**src/rtl/alu_secuenciador.sv**
```systemverilog
// alu_secuenciador: command-driven sequencer around the combinational ALU.
// Holds operands RA/RB, takes LOAD_A / LOAD_B / EXEC / EXEC_ACC commands,
// drives the ALU inputs and captures result + flags into an output register.
// Optional feature macro: ALU_SEQ_STICKY_EN (sticky flag accumulator).
//
// Handshakes: a transfer happens on a rising edge where valid && ready.
// The producer holds valid and its payload until that edge; ready never
// depends combinationally on valid. cmd_ready=1 only in IDLE, res_valid=1
// only in DONE, and res_data/res_flags/res_err are stable while res_valid=1.
module alu_secuenciador #(
  parameter int N = 3
) (
  input  logic         clk,
  input  logic         rst,
  input  logic         cmd_valid,
  output logic         cmd_ready,
  input  logic [1:0]   cmd_code,
  input  logic [N-1:0] cmd_data,
  input  logic [3:0]   cmd_sel,
  input  logic         cmd_flagin,
  output logic [N-1:0] alu_a,
  output logic [N-1:0] alu_b,
  output logic         alu_flagin,
  output logic [3:0]   alu_select,
  input  logic [N-1:0] alu_resultado,
  input  logic         alu_negativo,
  input  logic         alu_zero,
  input  logic         alu_cout,
  input  logic         alu_overflow,
  output logic         res_valid,
  input  logic         res_ready,
  output logic [N-1:0] res_data,
  output logic [3:0]   res_flags,
  output logic         res_err,
  output logic [3:0]   sticky_flags,
  output logic [1:0]   dbg_state
);

  typedef enum logic [1:0] {
    IDLE = 2'd0,
    EXEC = 2'd1,
    DONE = 2'd2
  } state_t;

  localparam logic [3:0] SEL_NOP = 4'd10;

  state_t         state, state_n;
  logic [N-1:0]   ra, rb;
  logic [3:0]     sel_r;
  logic           fin_r;
  logic           acc_r;
  logic           cmd_accept;
  logic           sel_ok;

  assign cmd_accept = cmd_valid && (state == IDLE);
  assign sel_ok     = (cmd_sel <= 4'd9);
  assign alu_a      = ra;
  assign alu_b      = rb;
  assign alu_flagin = fin_r;
  assign dbg_state  = state;

  // State register.
  always_ff @(posedge clk) begin
    if (rst) state <= IDLE;
    else     state <= state_n;
  end

  // Next state and handshake / select outputs.
  always_comb begin
    state_n    = state;
    cmd_ready  = 1'b0;
    res_valid  = 1'b0;
    alu_select = SEL_NOP;
    case (state)
      IDLE: begin
        cmd_ready = 1'b1;
        if (cmd_valid && cmd_code[1]) state_n = sel_ok ? EXEC : DONE;
      end
      EXEC: begin
        alu_select = sel_r;
        state_n    = DONE;
      end
      DONE: begin
        res_valid = 1'b1;
        if (res_ready) state_n = IDLE;
      end
      default: state_n = IDLE;
    endcase
  end

  // Operand, command-field and result registers.
  always_ff @(posedge clk) begin
    if (rst) begin
      ra        <= '0;
      rb        <= '0;
      sel_r     <= SEL_NOP;
      fin_r     <= 1'b0;
      acc_r     <= 1'b0;
      res_data  <= '0;
      res_flags <= '0;
      res_err   <= 1'b0;
    end else begin
      case (state)
        IDLE: begin
          if (cmd_accept) begin
            case (cmd_code)
              2'b00: ra <= cmd_data;
              2'b01: rb <= cmd_data;
              default: begin
                if (sel_ok) begin
                  sel_r <= cmd_sel;
                  fin_r <= cmd_flagin;
                  acc_r <= cmd_code[0];
                end else begin
                  // Reserved select: no ALU cycle, report an error result.
                  res_data  <= '0;
                  res_flags <= '0;
                  res_err   <= 1'b1;
                end
              end
            endcase
          end
        end
        EXEC: begin
          res_data  <= alu_resultado;
          res_flags <= {alu_negativo, alu_zero, alu_cout, alu_overflow};
          res_err   <= 1'b0;
          if (acc_r) ra <= alu_resultado;
        end
        default: ;
      endcase
    end
  end

`ifdef ALU_SEQ_STICKY_EN
  logic [3:0] sticky_r;

  // Sticky flags: OR of every captured ALU flag set since reset or LOAD_A.
  always_ff @(posedge clk) begin
    if (rst) begin
      sticky_r <= '0;
    end else if (cmd_accept && (cmd_code == 2'b00)) begin
      sticky_r <= '0;
    end else if (state == EXEC) begin
      sticky_r <= sticky_r | {alu_negativo, alu_zero, alu_cout, alu_overflow};
    end
  end

  assign sticky_flags = sticky_r;
`else
  assign sticky_flags = 4'b0000;
`endif

endmodule

```
**config.mk**
```make
export PLATFORM = sky130hd
export DESIGN_NAME = alu_secuenciador
export DESIGN_NICKNAME = d
export VERILOG_FILES = /design/src/rtl/alu_secuenciador.sv
export SDC_FILE = /design/constraint.sdc
export NUM_CORES = 1
export LEC_CHECK = 0
export CAP_MARGIN = 20
export CORE_ASPECT_RATIO = 0.9
export CORE_MARGIN = 1.5
export CORE_UTILIZATION = 35
export CTS_CLUSTER_SIZE = 14
export DETAILED_ROUTE_END_ITERATION = 16
export GPL_TIMING_DRIVEN = 1
export PLACE_DENSITY = 0.82
export SETUP_SLACK_MARGIN = 0.4
export SLEW_MARGIN = 20
export SYNTH_ARGS = -nofsm -noshare
export SYNTH_HDL_FRONTEND = slang
export SYNTH_SLANG_ARGS = --single-unit
```
**constraint.sdc**
```tcl
create_clock -name clk -period 1.65 [get_ports clk]
set_input_delay 0.33 -clock clk [delete_from_list [all_inputs] [get_ports clk]]
set_output_delay 0.33 -clock clk [all_outputs]
set_load 0.05 [all_outputs]
```
# Word level (Yosys, flattened, before mapping)
# Cells that the tools add are included.
# word_totals
reg_bits	22
inputBits	21
output_inout_bits	27
# classes
n_lt_le_gt_ge	1
n_eq_ne	10
muxes	23
bitwise	1
reduce_logical	11
# ops
cell	count
two-way mux 3 bit	6
two-way mux 4 bit	4
one-hot mux 3 bit (2 select lines)	2
AND reduction 4 bit	3
!= test 2 bit, second input constant	5
one-hot mux 4 bit (2 select lines)	1
two-way mux 2 bit	3
one-hot mux 2 bit (3 select lines)	1
two-way mux 1 bit	5
== test 2 x 1 -> 1 bit, second input constant	2
<= comparator 4 bit, second input constant	1
zero test 2 bit	2
!= test 2 x 1 -> 1 bit, second input constant	2
AND reduction 3 bit	1
== test 2 bit, second input constant	1
logical AND 1 bit	2
one-hot mux 1 bit (2 select lines)	1
AND reduction 2 bit	1
nonzero test 2 bit	1
OR reduction 2 bit	1
NOT 1 bit	1

# Depth between registers and ports, before layout
# logic_depth
ltp_word	5
depth_mapped	5
depth_no_buf	3

# Worst setup path before layout
# OpenSTA, ideal clock, no wires.
# synth_path
kind	register -> output
start	register state[0] (netlist: dbg_state[0])
end	output alu_select[0]
arrival_time_ps	1818
required_ps	1320
setup_slack_ps	-498
path_stages_with_launch	5
path_buffers	2
cell_sequence	dfxtp_1 buf_2 nor2b_1 buf_2 and2_1
# synth_via
elab_chain_len	2
# synth_lines
item	line_no	text
start, declared	47	state_t state, state_n;
start signal, assigned	65	else state <= state_n;
== test 2 x 1 -> 1 bit	74	case (state)
two-way mux 4 bit	74	
end, declared	24	output logic [3:0] alu_select,
# No other way between the ends.

# Worst setup path after layout
# layout_path
start	register state[1] (netlist: dbg_state[1])
end	output alu_select[3]
# The elaborated chain is that of the path after synthesis.

==> flow_summary.json <==
{
  "design_area_mm2": 0.00192,
  "min_path_type": "reg2reg",
  "cts-root-buf": "clkbuf_4",
  "multi_input_area_um2": 686,
  "core_area_mm2": 0.00279,
  "grt_pass1_vias": 1109,
  "holdBufCountCts": 0,
  "drc": 0,
  "finalSetupViolCount": 0,
  "regArea_um2": 449,
  "path_class": "reg2out",
  "powerDensity_mw_per_mm2": 654,
  "combPwrFrac": 0.302,
  "synth.distinct_cells": 30,
  "pwr-share-clk": 0.246,
  "h-tree-depth": 1,
  "synth_area_mm2": 0.00105,
  "ys_ff_latch": 22,
  "track_usage": 0.196,
  "grt_pass1_wl_um": 4720,
  "die_h_um": 54.9,
  "dr.first_iter.drc_count": 41,
  "final_cells": 220,
  "die-area_mm2": 0.00333,
  "fin_tns_setup_ns": 0,
  "rsz0062_at_grt": "true",
  "p_seq_frac": 0.452,
  "place_area_mm2": 0.00162,
  "p_sw_uw": 389,
  "worstPathRequired_ns": 1.32,
  "crit_path_end_kind": "output port",
  "fmax_ghz": 0.648,
  "cellLeakagePower_nw": 0.740,
  "portBuffers": 43,
  "die_x_um": 60.7,
  "swShare": 0.310,
  "dp.cells": 204,
  "area_growth_pct": 82.8,
  "finalMaxSlewViolations": 0,
  "clk_path_buf_depth": 2,
  "synth.yosys.warnings": 0,
  "ir_worst_vdd_mv": 0.356,
  "drtPass1Iterations": 4,
  "cp_max_fo": 5,
  "status": "finished, final reports clean",
  "antenna_cells": 0,
  "postSynthCellCount": 120,
  "clkTransAtPathRegs_ns": 0.12,
  "io_pins": 48,
  "clkLatencyLatePin_ns": 0.32,
  "grt-ovfl-total": 0,
  "rrSetupSlack_ns": 0.11,
  "routed_wl_um": 3250,
  "ant_nets": 0,
  "fin_nets": 202,
  "cap_violations": 0,
  "period_needed_ns": 1.54,
  "fill_cells": 230,
  "avgViaCountPerCell": 5.08,
  "antenna_found_initial": 0,
  "crit_arrival_ns": 1.21,
  "hpwlAfterDp_um": 2130,
  "grt_max_degree": 29,
  "initial_core_util": 0.375,
  "place.gp.congestion": 0.902,
  "hold_viol": 0,
  "wl_per_cell_um": 14.8,
  "vias": 1117,
  "fin_skew_ns": 0.000713,
  "seq_area_frac_synth": 0.420,
  "p_int_uw": 864,
  "cts_sinks": 22,
  "power_mw": 1.25,
  "period_share": 0.935,
  "synth_area_per_cell_um2": 8.74,
  "cts_buffers": 3,
  "layout-drive-gt1-share": 0.444,
  "cts_tree": "built",
  "rows": 18,
  "setup.worst_path.start_class": "register"
}
[cells in the mapped netlist]
master,n,share of area
conb_1,1,0.0036
o211ai_1,7,0.050
buf_4,4,0.029
nor3b_1,1,0.0072
or4b_4,1,0.013
nor2_1,6,0.021
clkbuf_1,4,0.014
a21oi_1,11,0.053
or2b_1,2,0.014
nand2b_1,10,0.060
a32oi_1,1,0.0084
mux2i_1,5,0.048
mux2_2,3,0.032
o21ai_0,3,0.014
nand3_1,4,0.019
and3_1,1,0.0060
a21o_1,1,0.0072
buf_2,3,0.014
nor3_1,1,0.0048
nand3b_1,1,0.0072
dfxtp_1,22,0.42
and2_1,2,0.012
inv_1,4,0.014
or2_2,1,0.0060
a211oi_1,7,0.050
nor3b_2,1,0.012
o21ai_1,1,0.0048
or3b_2,1,0.0084
nand2_1,8,0.029
nor2b_1,3,0.018
[power groups by stage]
stage	registers, mW	logic, mW	clock network (mW)
after floorplan	0.626	0.135	0
after global placement	0.582	0.300	0
after detailed placement	0.583	0.306	0
after CTS	0.565	0.352	0.316
after global routing	0.569	0.397	0.331
final	0.566	0.378	0.309
[state kept, by name (all words and copies together) (netlist names)]
signal and cells:
alu_b 3, res_flags 4, alu_flagin 1, res_data 3
dbg_state 2, res_err 1, acc_r 1, sel_r 4
alu_a 3
[per-stage QoR]
step / util / hold WS [ns] / worst slack (ns)
3_3_place_gp: 0.580 / 0.445 / -0.137
5_1_grt: 0.686 / 0.508 / 0.0652
3_5_place_dp: 0.580 / 0.459 / -0.185
6_report: 0.686 / 0.485 / 0.107
4_1_cts: 0.648 / 0.485 / 0.106
2_1_floorplan: - / 0.447 / 0.160
[layout make-up]
class,count,share of cell area
Inverter,4,0.00783
Timing Repair Buffer,64,0.355
Multi-Input combinational cell,86,0.358
Tap cell,40,0.0261
Sequential cell,22,0.234
Clock buffer,4,0.0189
[what timing repair did]
action	CTS	global route
gates resized for setup	21	19
setup endpoints to repair	30	34
pin swaps	7	14
buffers inserted	9	3
[final timing paths]
check	from	end	cells past startpoint
min reg2reg	alu_b[1]	alu_b[1]	2
max reg2reg	dbg_state[0]	alu_a[1]	4
max	dbg_state[1]	alu_select[3]	4
min	alu_b[1]	alu_b[1]	2
[cells in the final DEF, fill, tap and decap left out, types with 6 or more instances in the layout]
master and n:
buf_4 21, dfxtp_1 19, clkdlybuf4s50_1 19, buf_6 15, a21oi_1 10, nand2b_1 8, nand2_1 8, o211ai_1 7
buf_12 7, a211oi_2 6
[critical path, cell delays in order (launching register included)]
cell and delay, ns:
dfxtp_4 0.40, nor2b_4 0.18, buf_6 0.12, nand2b_4 0.05
buf_8 0.14
[metal layers]
layer	GRT usage	routed length (µm)
met2	0.376	1680
met5	0	0
met4	0.0978	80
met1	0.210	1280
met3	0.0302	211
[logic make-up after synthesis]
group | Yosys count | synth area share
buffers and inverters | 15 | 0.0716
AO/OA/AOI/OAI | 31 | 0.187
AND/OR/NAND/NOR | 43 | 0.237
multiplexers | 8 | 0.0800
flip-flops | 22 | 0.420
other | 1 | 0.00358
No activity file was read; power rests on OpenSTA's default activity.
==> patch 1 (same settings) <==
The option `ALU_SEQ_STICKY_EN` is turned on by a define.
--- a/src/rtl/alu_secuenciador.sv
+++ b/src/rtl/alu_secuenciador.sv
@@ -7,6 +7,8 @@
 // The producer holds valid and its payload until that edge; ready never
 // depends combinationally on valid. cmd_ready=1 only in IDLE, res_valid=1
 // only in DONE, and res_data/res_flags/res_err are stable while res_valid=1.
+`define ALU_SEQ_STICKY_EN
+
 module alu_secuenciador #(
   parameter int N = 3
 ) (
Formal check against the unedited RTL: not equivalent (Yosys sat finds a counterexample within 4 cycles, from zero or initial values and one cycle with rst high).
==> patch 1 against the unedited design <==
Sequential cell count grew 4. Area after synthesis grew 8.6%. Critical path type unchanged. Die area grew 8.1%. Routed wire length grew 10%. Sequential power grew 18%. Total power grew 21%. Final area grew 14%. Worst setup slack lost 0.050 ns.
==> patch 1: results (changes against the unedited design) <==
Power
  – Leakage: 0.847 nW (was 0.740 nW)
  – Max IR drop VDD: 476 uV (was 356 uV)

Worst setup path
  – Crit path from: dbg_state[0]$_SDFFE_PP0P_ (was dbg_state[1]$_SDFFE_PP0P_)
  – Worst Setup EP: res_valid (was alu_select[3])
  – R2R Setup Slk: 0.09 ns (was 0.11 ns)
  – CP arrival: 1.26 ns (was 1.21 ns)
  – Worst-path fanout max: 4 (was 5)
  – Reg2reg end: alu_a[0]$_SDFFE_PP0P_ (was alu_a[1]$_SDFFE_PP0P_)

Synth
  – Mean Syn Cell Area: 8.76 sq um (was 8.74 sq um)
  – Seq/Total Area, Yosys: 45.7% (was 42.0%)
  – Synth top cells by count: 26 x dfxtp_1, 15 x a21oi_1, 14 x nand2_1 (was 22 x dfxtp_1, 11 x a21oi_1, 10 x nand2b_1)
  – Main area contributors after synthesis: dfxtp_1 46%, a21oi_1 6.6%, nand2_1 4.6% (was dfxtp_1 42%, nand2b_1 6.0%, a21oi_1 5.3%)

Global route
  – Met1 Use GR: 22.2% (was 21.0%)
  – M2 GR Usage: 36.2% (was 37.6%)
  – Vias in the first global route: 1206 (was 1109)
  – Largest net degree at the start of global routing: 16 (was 29)
  – Met3 Track Usage GR: 4.93% (was 3.02%)

Drt
  – Met1 WL: 1450 um (was 1280 um)
  – Drt first pass iters: 5 (was 4)
  – Wirelength per Cell: 15.2 um (was 14.8 um)
  – Vias/cell: 5.09 (was 5.08)
  – Routed met3 length: 247 um (was 211 um)

Place
  – Placed insts: 220 (was 204)
  – GP Congestion: 0.793 (was 0.902)
  – Pre-CTS setup slack: -0.284 ns (was -0.185 ns)
  – Port bufs: 47 (was 43)
  – Area after DPL: 1720 sq um (was 1620 sq um)
  – Placed wire-length estimate: 2350 um (was 2130 um)

Hold path
  – Hold Crit Endpoint: sel_r[1]$_SDFFE_PP1P_ (was alu_b[1]$_SDFFE_PP0P_)
  – Worst hold path class: primary input to flop (was flop to flop)
  – Hold path cells: 3 (was 2)
  – Hold_sp: rst (was alu_b[1]$_SDFFE_PP0P_)

Final layout
  – # fillers: 209 (was 230)
  – Share of layout cells above drive strength 1: 50.8% (was 44.4%)
  – Multi-input gate area: 717 sq um (was 686 sq um)
  – #MultiIn Comb: 92 (was 86)
  – Clock buf/inv share: 2.41% (was 1.89%)
  – Syn-to-layout area delta: 91.5% (was 82.8%)
  – Fraction of area in registers: 25.2% (was 23.4%)
  – Clock buffer count: 3 (was 4)
  – Post-Layout Cell Count: 235 (was 220)

Die
  – Core Box Area: 3070 sq um (was 2790 sq um)

STA
  – Setup Skew: 0.00322 ns (was 0.000713 ns)
  – Max Freq: 0.628 GHz (was 0.648 GHz)
  – Smallest hold slack: 0.462 ns (was 0.485 ns)

Status
  – Status: complete, no violations (unchanged)

Clock network
  – Clock-pin slew on the worst setup and hold paths: 0.15 ns (was 0.12 ns)
  – Clock sink count: 26 (was 22)
  – Post-CTS sizing: 31 (was 21)
  – Clk_lat worst skew: 0.34 ns (was 0.32 ns)
-- patch 1: changes by cell type in the layout (fill, tap and decap cells not counted), moves of 2 or more --
cell	unedited run	this run
a211oi_1	1	3
a211oi_2	6	3
a21oi_1	10	13
buf_4	21	8
buf_6	15	28
buf_8	1	3
conb_1	4	0
dfxtp_1	19	7
dfxtp_2	1	17
nand2_1	8	14
nand2b_1	8	3
nor2b_1	1	4
-- patch 1: logic make-up (layout without fill, tap and decap cells) --
family                 after synthesis  in the layout  share of synthesized area, %
AOI/OAI and AO/OA                   36             36                          19.8
muxes                                8              8                          7.36
buffers and inverters               12             75                          4.83
DFF                                 26             26                          45.7
and+or+nand+nor                     48             48                          22.3
-- patch 1: power by group through the flow --
stage               Clock (mW)  Combinational (mW)  Sequential [mW]
floorplan                    0               0.112            0.735
global placement             0               0.295            0.681
detailed placement           0               0.300            0.683
CTS                      0.454               0.367            0.665
global route             0.488               0.414            0.674
finish                   0.454               0.395            0.670
==> patch 2 (same flow settings) <==
Made on the original files. Put one more register stage on the output `res_flags`, without a reset. The value now appears one clock later. The other outputs are not delayed to match.
--- a/src/rtl/alu_secuenciador.sv
+++ b/src/rtl/alu_secuenciador.sv
@@ -43,6 +43,8 @@
   } state_t;
 
   localparam logic [3:0] SEL_NOP = 4'd10;
+
+  logic [3:0] res_flags_s0;
 
   state_t         state, state_n;
   logic [N-1:0]   ra, rb;
@@ -97,7 +99,7 @@
       fin_r     <= 1'b0;
       acc_r     <= 1'b0;
       res_data  <= '0;
-      res_flags <= '0;
+      res_flags_s0 <= '0;
       res_err   <= 1'b0;
     end else begin
       case (state)
@@ -114,7 +116,7 @@
                 end else begin
                   // Reserved select: no ALU cycle, report an error result.
                   res_data  <= '0;
-                  res_flags <= '0;
+                  res_flags_s0 <= '0;
                   res_err   <= 1'b1;
                 end
               end
@@ -123,7 +125,7 @@
         end
         EXEC: begin
           res_data  <= alu_resultado;
-          res_flags <= {alu_negativo, alu_zero, alu_cout, alu_overflow};
+          res_flags_s0 <= {alu_negativo, alu_zero, alu_cout, alu_overflow};
           res_err   <= 1'b0;
           if (acc_r) ra <= alu_resultado;
         end
@@ -151,5 +153,9 @@
   assign sticky_flags = 4'b0000;
 `endif
 
+  always_ff @(posedge clk) begin
+    res_flags <= res_flags_s0;
+  end
+
 endmodule
 
Behaviour: not the same (Yosys sat finds a counterexample within 4 cycles, from zero or initial values and one cycle with rst high).
==> patch 2 against the unedited design <==
Sequential cell count increased by 4. Worst setup slack worse by 0.018 ns. Total power up 8.1%. Final cell count up 2.7%. Routed wire length increased by 2.3%. Area after synthesis up 7.9%. Core utilization decreased by 5.5 points. Final area up 1.0%. Die area is 7.5% higher. Highest routed layer unchanged.
==> patch 2: results (changes against the unedited design) <==
Drt
  – Vias/cell: 5.08 (about the same)
  – Routed met3 length: 156 um (was 211 um)
  – Top routing layer in use: met4 (unchanged)
  – Met2 WL: 1750 um (was 1680 um)
  – Drt first pass iters: 4 (unchanged)
  – Post-Route WL: 3320 um (was 3250 um)
  – Met1 WL: 1360 um (was 1280 um)
  – Number of DRC markers in iteration 0: 75 (was 41)

Hold path
  – Hold path cells: 0 (was 2)
  – Hold Crit Endpoint: res_flags[0]$_DFF_P_ (was alu_b[1]$_SDFFE_PP0P_)
  – Hold_sp: res_flags_s0[0]$_SDFFE_PP0P_ (was alu_b[1]$_SDFFE_PP0P_)

Power
  – Internal Power: 956 uW (was 864 uW)
  – Power per cell area: 700 nW/um^2 (was 654 nW/um^2)
  – Max IR drop VDD: 403 uV (was 356 uV)
  – Flop pwr share: 49.1% (was 45.2%)
  – Leakage: 0.759 nW (was 0.740 nW)
  – P_comb: 363 uW (was 378 uW)

Synth
  – Seq/Total Area, Yosys: 46.0% (was 42.0%)
  – Main area contributors after synthesis: dfxtp_1 46%, nand2b_1 6.6%, a211oi_1 4.6% (was dfxtp_1 42%, nand2b_1 6.0%, a21oi_1 5.3%)
  – Synth top cells by count: 26 x dfxtp_1, 12 x nand2b_1, 10 x a21oi_1 (was 22 x dfxtp_1, 11 x a21oi_1, 10 x nand2b_1)
  – Mean Syn Cell Area: 9.12 sq um (was 8.74 sq um)
  – Synth unique cells: 31 (was 30)
  – Syn. warnings: 0 (unchanged)

Place
  – Placed wire-length estimate: 2220 um (was 2130 um)
  – GP Congestion: 0.814 (was 0.902)
  – Pre-CTS setup slack: -0.220 ns (was -0.185 ns)
  – Area after DPL: 1680 sq um (was 1620 sq um)
  – Placed insts: 210 (was 204)

Worst setup path
  – CP arrival: 1.23 ns (was 1.21 ns)
  – Depth of the worst register-to-register path: 4 (unchanged)
  – Reg2reg start: dbg_state[0]$_SDFFE_PP0P_ (unchanged)

Final layout
  – Largest regs: res_flags (4), res_flags_s0 (4), sel_r (4) (was res_flags (4), sel_r (4))
  – Post-Layout Cell Count: 226 (was 220)
  – Share of layout cells above drive strength 1: 41.8% (was 44.4%)

Clock network
  – Clk_lat worst skew: 0.32 ns (about the same)
  – H-tree Lvls: 1 (unchanged)
  – Clock-pin slew on the worst setup and hold paths: 0.14 ns (was 0.12 ns)

Global route
  – Vias in the first global route: 1103 (was 1109)
  – Largest net degree at the start of global routing: 16 (was 29)
  – GRT Resource Usage Total: 18.7% (was 19.6%)
  – Met3 Track Usage GR: 2.96% (was 3.02%)
  – First-pass GRT wire length: 5290 um (was 4720 um)
  – M2 GR Usage: 35.0% (was 37.6%)
  – Met1 Use GR: 21.3% (was 21.0%)

STA
  – Crit share post-route: 94.6% (was 93.5%)
  – Smallest hold slack: 0.360 ns (was 0.485 ns)
  – Setup Skew: 0.00333 ns (was 0.000713 ns)

Status
  – Status: complete, no violations (unchanged)
==> patch 2: changes by cell type after synthesis, sizes merged <==
cell	before	now
dfxtp	22	26
nand2b	10	12
nor2b	3	2
clkbuf	4	6
buf	7	6
or2b	2	1
a31oi	0	1
nor3	1	0
and2b	0	1
a21oi	11	10
nor2	6	5
==> patch 2: worst max path at each step <==
| stage | from | to | cells after the start |
|---|---|---|---|
| floorplan | dbg_state[0]$_SDFFE_PP0P_ | alu_a[0]$_SDFFE_PP0P_ | 4 |
| finish | dbg_state[0]$_SDFFE_PP0P_ | alu_select[2] | 3 |
| global route | dbg_state[0]$_SDFFE_PP0P_ | alu_a[1]$_SDFFE_PP0P_ | 4 |
| detailed placement | cmd_code[0] | alu_a[1]$_SDFFE_PP0P_ | 4 |
| CTS | dbg_state[0]$_SDFFE_PP0P_ | alu_select[2] | 3 |
| global placement | cmd_code[0] | alu_a[0]$_SDFFE_PP0P_ | 4 |
==> patch 2: critical path: stages, from the launching register on <==
cell and delay [ns]:
dfxtp_4 0.38, nor2b_4 0.21, and2_4 0.18, buf_12 0.13
==> patch 2: cells by family (layout without fill, tap and decap cells) <==
kind of cell	after synthesis	count (layout)	synth area share (%)
buf+inv	16	73	7.41
other cells	1	4	0.332
simple gates	42	42	21.4
compound gates	31	31	17.5
mux	8	8	7.41
flops	26	26	46.0
==> patch 2: final cells by class <==
type	instances	area (sq um)
Fill cell	230	1130
Timing Repair Buffer	65	678
Multi-Input combinational cell	85	626
Sequential cell	26	529
Tap cell	42	52.6
Clock buffer	4	36.3
Inverter	4	15.0
==> patch 2: what timing repair did <==
item,in CTS,in global routing
endpoints found under the setup margin,27,37
gates resized for setup,26,12
hold buffers,0,0
pin swaps,7,5
buffers inserted,11,1
